File: config.mk
export PLATFORM = sky130hd
export DESIGN_NAME = dmem_lsu_ctrl
export DESIGN_NICKNAME = d
export VERILOG_FILES = /design/src/rtl/dmem_lsu_ctrl.sv
export SDC_FILE = /design/constraint.sdc
export NUM_CORES = 1
export LEC_CHECK = 0
export ABC_AREA = 1
export ABC_CLOCK_PERIOD_IN_PS = 2940
export CAP_MARGIN = 40
export CORE_MARGIN = 5
export CORE_UTILIZATION = 48
export CTS_CLUSTER_DIAMETER = 120
export DETAILED_ROUTE_END_ITERATION = 6
export PLACE_DENSITY = 0.92
export REMOVE_ABC_BUFFERS = 1
export SLEW_MARGIN = 5
export SYNTH_ARGS = -nofsm -noshare
export SYNTH_HDL_FRONTEND = slang
export SYNTH_SLANG_ARGS = --single-unit
File: constraint.sdc
create_clock -name CLK -period 2.94 [get_ports CLK]
set_clock_uncertainty 0.05 [all_clocks]
set_input_delay 0.588 -clock CLK [delete_from_list [all_inputs] [get_ports CLK]]
set_output_delay 0.588 -clock CLK [all_outputs]
set_load 0.01 [all_outputs]
File: src/rtl/dmem_lsu_ctrl.sv
// Load/store sequencer for a word-only single-port data memory.
// Byte/half stores are read-modify-write; loads are sign/zero extended.
module dmem_lsu_ctrl #(
    parameter int WIDTH = 32,
    parameter int AW    = 32
) (
    input  logic             CLK,
    input  logic             RST_N,
    input  logic             core_req_i,
    input  logic             core_we_i,
    input  logic [2:0]       core_size_i,
    input  logic [AW-1:0]    core_addr_i,
    input  logic [WIDTH-1:0] core_wd_i,
    output logic [WIDTH-1:0] core_rd_o,
    output logic             core_stall_o,
    output logic             misalign_o,
    output logic [AW-1:0]    mem_a_o,
    output logic             mem_we_o,
    output logic [WIDTH-1:0] mem_wd_o,
    input  logic [WIDTH-1:0] mem_rd_i
);

    typedef enum logic [1:0] {
        IDLE,
        LOAD_DONE,
        RMW_WRITE
    } state_t;

    state_t           state, state_nxt;
    logic [AW-1:0]    addr_q;
    logic [2:0]       size_q;
    logic [15:0]      wd_q;
    logic [WIDTH-1:0] rdata_q;

    logic             illegal;
    logic             capture;
    logic [7:0]       lane_b;
    logic [15:0]      lane_h;
    logic [WIDTH-1:0] ext_rd;
    logic [WIDTH-1:0] merged;

    logic [WIDTH-1:0] rd_c;
    logic             stall_c;
    logic             mis_c;
    logic [AW-1:0]    a_c;
    logic             we_c;
    logic [WIDTH-1:0] wd_c;

    always_comb begin
        case (core_size_i)
            3'b000:  illegal = 1'b0;
            3'b001:  illegal = core_addr_i[0];
            3'b010:  illegal = |core_addr_i[1:0];
            3'b100:  illegal = core_we_i;
            3'b101:  illegal = core_we_i | core_addr_i[0];
            default: illegal = 1'b1;
        endcase
    end

    assign lane_b = rdata_q[{addr_q[1:0], 3'b000} +: 8];
    assign lane_h = rdata_q[{addr_q[1], 4'b0000} +: 16];

    always_comb begin
        case (size_q)
            3'b000:  ext_rd = {{(WIDTH-8){lane_b[7]}}, lane_b};
            3'b100:  ext_rd = {{(WIDTH-8){1'b0}}, lane_b};
            3'b001:  ext_rd = {{(WIDTH-16){lane_h[15]}}, lane_h};
            3'b101:  ext_rd = {{(WIDTH-16){1'b0}}, lane_h};
            default: ext_rd = rdata_q;
        endcase
    end

    always_comb begin
        merged = rdata_q;
        if (size_q[0])
            merged[{addr_q[1], 4'b0000} +: 16] = wd_q;
        else
            merged[{addr_q[1:0], 3'b000} +: 8] = wd_q[7:0];
    end

    always_comb begin
        state_nxt = state;
        capture   = 1'b0;
        rd_c      = '0;
        stall_c   = 1'b0;
        mis_c     = 1'b0;
        a_c       = '0;
        we_c      = 1'b0;
        wd_c      = '0;
        case (state)
            IDLE: begin
                if (core_req_i) begin
                    if (illegal) begin
                        mis_c = 1'b1;
                    end else if (core_we_i && core_size_i == 3'b010) begin
                        a_c  = {core_addr_i[AW-1:2], 2'b00};
                        we_c = 1'b1;
                        wd_c = core_wd_i;
                    end else begin
                        // Sub-word store reads the word first, like a load
                        a_c       = {core_addr_i[AW-1:2], 2'b00};
                        stall_c   = 1'b1;
                        capture   = 1'b1;
                        state_nxt = core_we_i ? RMW_WRITE : LOAD_DONE;
                    end
                end
            end
            LOAD_DONE: begin
                rd_c      = ext_rd;
                state_nxt = IDLE;
            end
            RMW_WRITE: begin
                a_c       = {addr_q[AW-1:2], 2'b00};
                we_c      = 1'b1;
                wd_c      = merged;
                state_nxt = IDLE;
            end
            default: state_nxt = IDLE;
        endcase
    end

    // Outputs are forced low while reset is asserted, aborting any write
    assign core_rd_o    = RST_N ? rd_c    : '0;
    assign core_stall_o = RST_N & stall_c;
    assign misalign_o   = RST_N & mis_c;
    assign mem_a_o      = RST_N ? a_c     : '0;
    assign mem_we_o     = RST_N & we_c;
    assign mem_wd_o     = RST_N ? wd_c    : '0;

    always_ff @(posedge CLK or negedge RST_N) begin
        if (!RST_N) begin
            state   <= IDLE;
            addr_q  <= '0;
            size_q  <= '0;
            wd_q    <= '0;
            rdata_q <= '0;
        end else begin
            state <= state_nxt;
            if (capture) begin
                addr_q  <= core_addr_i;
                size_q  <= core_size_i;
                wd_q    <= core_wd_i[15:0];
                rdata_q <= mem_rd_i;
            end
        end
    end

endmodule

# [Word-level counts from Yosys, hierarchy flattened]
# Index checks and enable logic that the tools add are counted.
[op_classes] add_sub_neg=2 n_eq_ne=12 shift=6 mux=32 bitwise_logic=4 reduce_logical=6
[op_table] cell="32-bit 2-to-1 mux" count=10
[op_table] cell="32-bit case mux with 2 select lines" count=2
[op_table] cell="32-bit case mux with 4 select lines" count=1
[op_table] cell="32-bit bitwise mux" count=2
[op_table] cell="16-bit by 7-bit variable shift with 32-bit output (first input constant)" count=1
[op_table] cell="8-bit by 7-bit variable shift with 32-bit output (first input constant)" count=1
[op_table] cell="16-bit by 7-bit variable part select with 32-bit output" count=1
[op_table] cell="32-bit by 6-bit variable part select with 16-bit output" count=1
[op_table] cell="32-bit by 6-bit variable part select with 8-bit output" count=1
[op_table] cell="8-bit by 7-bit variable part select with 32-bit output" count=1
[op_table] cell="5-bit negator with 7-bit output" count=2
[op_table] cell="3-bit == test (second input constant)" count=4
[op_table] cell="1-bit 2-to-1 mux" count=10
[op_table] cell="2-bit 2-to-1 mux" count=5
[op_table] cell="3-bit by 1-bit == test with 1-bit output (second input constant)" count=2
[op_table] cell="3-bit zero test" count=2
[op_table] cell="2-bit inequality test (second input constant)" count=3
[op_table] cell="1-bit case mux with 5 select lines" count=1
[op_table] cell="1-bit AND" count=3
[op_table] cell="3-bit by 2-bit == test with 1-bit output (second input constant)" count=1
[op_table] cell="3-bit AND reduction" count=1
[op_table] cell="2-bit by 1-bit == test with 1-bit output (second input constant)" count=1
[op_table] cell="2-bit == test (second input constant)" count=1
[op_table] cell="2-bit zero test" count=1
[op_table] cell="4 further kinds" count=4
[word_totals] reg_bits=85 in_bits=103 output_inout_bits=99 word_cells=67

# [Logic depth before layout (Yosys ltp)]
[logic_depth] ltp_word=7 mapped_depth=12 depth_no_buf=9

# [Worst setup path before layout]
# Ideal clock, no wire load.
[synth_path] path_type="reg2out" from="reg addr_q[1]" to="out mem_wd_o[3]" arrival_ps=2001 setup_slack_ps=301 stages_incl_launch_ff=12 path_buffers=3 cell_sequence="dfrtp_1 > buf_2 > inv_2 > buf_4 > buf_2 > ha_1 > clkinv_1 > nor3_2 > nand2_1 > nand2_1 > nand2_1 > a21oi_1"
[synth_via] elab_chain_cells=6 word_cells_on_any_way=11
[synth_lines] element="start, declared" line_no="30" source="logic [AW-1:0] addr_q;"
[synth_lines] element="start signal, assigned" line_no="140" source="addr_q <= core_addr_i;"
[synth_lines] element="5-bit negator with 7-bit output, on equally long branches" line_no="76, 78"
[synth_lines] element="16-bit by 7-bit variable part select with 32-bit output (tied with other cells)" line_no="76" source="merged[{addr_q[1], 4'b0000} +: 16] = wd_q;"
[synth_lines] element="32-bit bitwise mux, on equally long branches" line_no="76, 78"
[synth_lines] element="32-bit 2-to-1 mux *" line_no="75" source="if (size_q[0])"
[synth_lines] element="32-bit case mux with 2 select lines *" line_no="90" source="case (state)"
[synth_lines] element="32-bit 2-to-1 mux *" line_no="128" source="assign mem_wd_o = RST_N ? wd_c : '0;"
[synth_lines] element="end, declared" line_no="19" source="output logic [WIDTH-1:0] mem_wd_o,"
# Mark *: on every way between the ends. The rest lies on a longest branch, timed or not.

# [Worst setup path in the final report]
[layout_path] from="in core_size_i[0]" to="out mem_we_o"
[layout_via] elab_chain_cells=7 word_cells_on_any_way=12
[layout_lines] element="start, declared" line_no="11" source="input logic [2:0] core_size_i,"
[layout_lines] element="branches (longest 3 deep; another with 1-bit case mux with 5 select lines)"
[layout_lines] element="1-bit 2-to-1 mux *" line_no="93" source="if (illegal) begin"
[layout_lines] element="1-bit 2-to-1 mux *" line_no="92" source="if (core_req_i) begin"
[layout_lines] element="1-bit case mux with 2 select lines *" line_no="90"
[layout_lines] element="1-bit AND *" line_no="127" source="assign mem_we_o = RST_N & we_c;"
[layout_lines] element="end, declared" line_no="18" source="output logic mem_we_o,"
# Every way passes the cells marked *.

==> flow_summary.ini <==
[cells_and_area]
final_area_sq_um = 9230
drive_gt1_frac = 0.109
antenna_cells = 0
fillers = 1165
final_common_cell = nand2_1
synthToLayoutAreaGrowth_pct = 39.7
multi_input_area_sq_um = 3890
fin_nets = 1365
final_cell_mix = 365 x nand2_1, 190 x nand3_1, 127 x a21oi_1
seqCellArea_sq_um = 2130

[cts]
numCtsBuffers = 9
insertion_delay_ns = 0.36
clkSinkCount = 85
cts_tree = yes
cts_hold_buf = 0
path_clk_slew_ns = 0.06
root_buffer = clkbuf_16
clock_path_buffers = 2
cts-htree-levels = 3

[yosys]
yosysWarningCount = 0
synth_top_area_cell = dfrtp_1
synthSimpleGateAreaFrac = 0.410
ys_seq_area_frac = 0.322
synth_area_leaders = dfrtp_1 32%, nand2_1 21%, nand3_1 14%
postSynthCellCount = 1080
synth-adder-area-share = 0.00947
synth_compound_area_frac = 0.151
synth_cell_types = 25
avgSynthCellArea_sq_um = 6.12
synth.area.mux_share = 0
synth_xor_area_frac = 0
synth_area_sq_um = 6610
synth_top_family_by_area = simple AND/OR/NAND/NOR gates
yosysTopAreaCellShare = 0.322
ys_ff_latch = 85

[critical_path]
crit_arrival_ns = 2.26
startpoint = core_size_i[0]
critical_path_class = in -> out
r2r_cells = 8
r2r_slack_ns = 0.85
worst_setup_path_end_kind = output pin
r2r_end = addr_q[10]
critical_path.max_fanout = 11
cp-endpoint = mem_we_o
start_kind = primary input
crit-reg2reg-launch = state[1]
critPathRequiredTime_ns = 2.30

[floorplan]
dieArea_sq_um = 16200
coreArea_sq_um = 13300
start_util = 0.495
die_w_um = 127
ios = 202
rows = 42
dieHeight_um = 127

[routing]
wl_per_cell_um = 17.7
ant_nets = 0
viasPerCell = 5.82
drt_iter0_drc = 912
dr.pass1.iters = 6
drc = 0
vias = 8368
wl_mm = 25.4

[place]
portBuffers = 199
dp_hpwl_mm = 16.6
dpl_cell_area_sq_um = 8800
place.gp.congestion = 0.923

[sta]
period_needed_ns = 2.90
worstMarginPinSlew_ns = 0.896
hold_slack_ns = 0.286
setup_viol = 0
max_freq_mhz = 345
maxSlewViolCount = 0
period_share = 0.986
hold_viol_final = 0
relSlewSlack = 0.403

[power_and_ir_drop]
power_leakage_nw = 4.71
p_per_area_nw_per_um2 = 514
ir_drop_mv = 0.330

[global_route]
grt_use_total = 0.305
antenna_found_initial = 0
grt_max_degree = 86
grt_pass1_wl_mm = 39.9
overflow = 0
grt_pass1_vias = 7856

[worst_hold_path]
hold_class = in -> async

[flow_run]
cap_viol_max_count = 0

[status]
status = completed
==> sequential cells by signal (all words and copies together) (netlist names) <==
signal,cells
size_q,3
addr_q,32
rdata_q,32
wd_q,16
state,2
==> per-layer routing <==
| metal | vias to the layer above | wire length [um] | track usage |
|---|---|---|---|
| met5 | - | 0 | 0 |
| met4 | 0 | 910 | 0.122 |
| met3 | 85 | 3000 | 0.0964 |
| met2 | 545 | 11900 | 0.490 |
| met1 | 3873 | 9670 | 0.381 |
| li1 | 3865 | - | - |
==> synth_stat cells <==
cell type,count
nor3_2,1
nor2_2,3
inv_1,57
inv_2,6
buf_2,14
nor2_4,1
conb_1,1
a31oi_1,2
nand3_2,2
o21ai_0,41
ha_1,5
nand2_2,4
nor2_1,77
clkbuf_1,30
dfrtp_1,85
a21oi_1,135
nand3_1,190
o21ai_2,1
clkinv_1,2
buf_1,16
nor3_1,2
buf_6,6
nand2_1,366
o211ai_1,13
buf_4,20
==> final cells by class <==
class                           instances  area share
Clock inverter                          6     0.00420
Multi-Input combinational cell        845       0.421
Sequential cell                        85       0.231
Clock buffer                           10      0.0259
Tap cell                              176      0.0239
Timing Repair Buffer                  251       0.267
Inverter                               65      0.0270
==> timing repair <==
action / in CTS / in global routing
hold endpoints to repair: 0 / 0
buffers inserted: 4 / 5
pin swaps: 2 / 5
gates resized for setup: 107 / 82
gates cloned: 3 / 1
endpoints found under the setup margin: 82 / 77
==> through the flow <==
stage	worst slack (ns)	util	total power [mW]	std cells	setup TNS, ns
4_1_cts	-0.171	0.686	4.62	1432	-0.776
2_1_floorplan	-1.53	-	2.70	995	-151.82
3_3_place_gp	-0.357	0.659	3.38	1409	-16.04
3_5_place_dp	-0.439	0.659	3.46	1409	-22.38
6_report	0.0398	0.692	4.74	1438	0
5_1_grt	-0.00334	0.692	5.03	1438	-0.00334
==> cell families after synthesis <==
logic type	after synthesis
AOI/OAI and AO/OA	192
and+or+nand+nor	646
other	1
DFF	85
buffers and inverters	151
adders and majority gates	5
==> how the worst min path moves through the flow <==
stage,start,to,slack [ns]
global route,RST_N,wd_q[13],0.33
detailed placement,addr_q[28],addr_q[28],0.42
CTS,RST_N,wd_q[4],0.30
finish,RST_N,wd_q[4],0.29
floorplan,RST_N,addr_q[0],0.24
global placement,addr_q[28],addr_q[28],0.41
==> critical path: stages <==
cell and delay, ns:
dlygate4sd2_1 0.29, o21ai_2 0.20, nand2_2 0.11, nor2_4 0.18, buf_6 0.17, nand2_1 0.06, a21oi_1 0.12, clkdlybuf4s50_1 0.56
==> report_power, final <==
part | switching [mW] | leakage, nW | internal, mW | total [mW]
Combinational | 1.13 | 3.52 | 0.771 | 1.90
Clock | 0.510 | 0.134 | 0.593 | 1.10
Sequential | 0.303 | 1.05 | 1.43 | 1.73
Total | 1.95 | 4.71 | 2.80 | 4.74
Note: power is estimated with default switching activity, not from simulation.
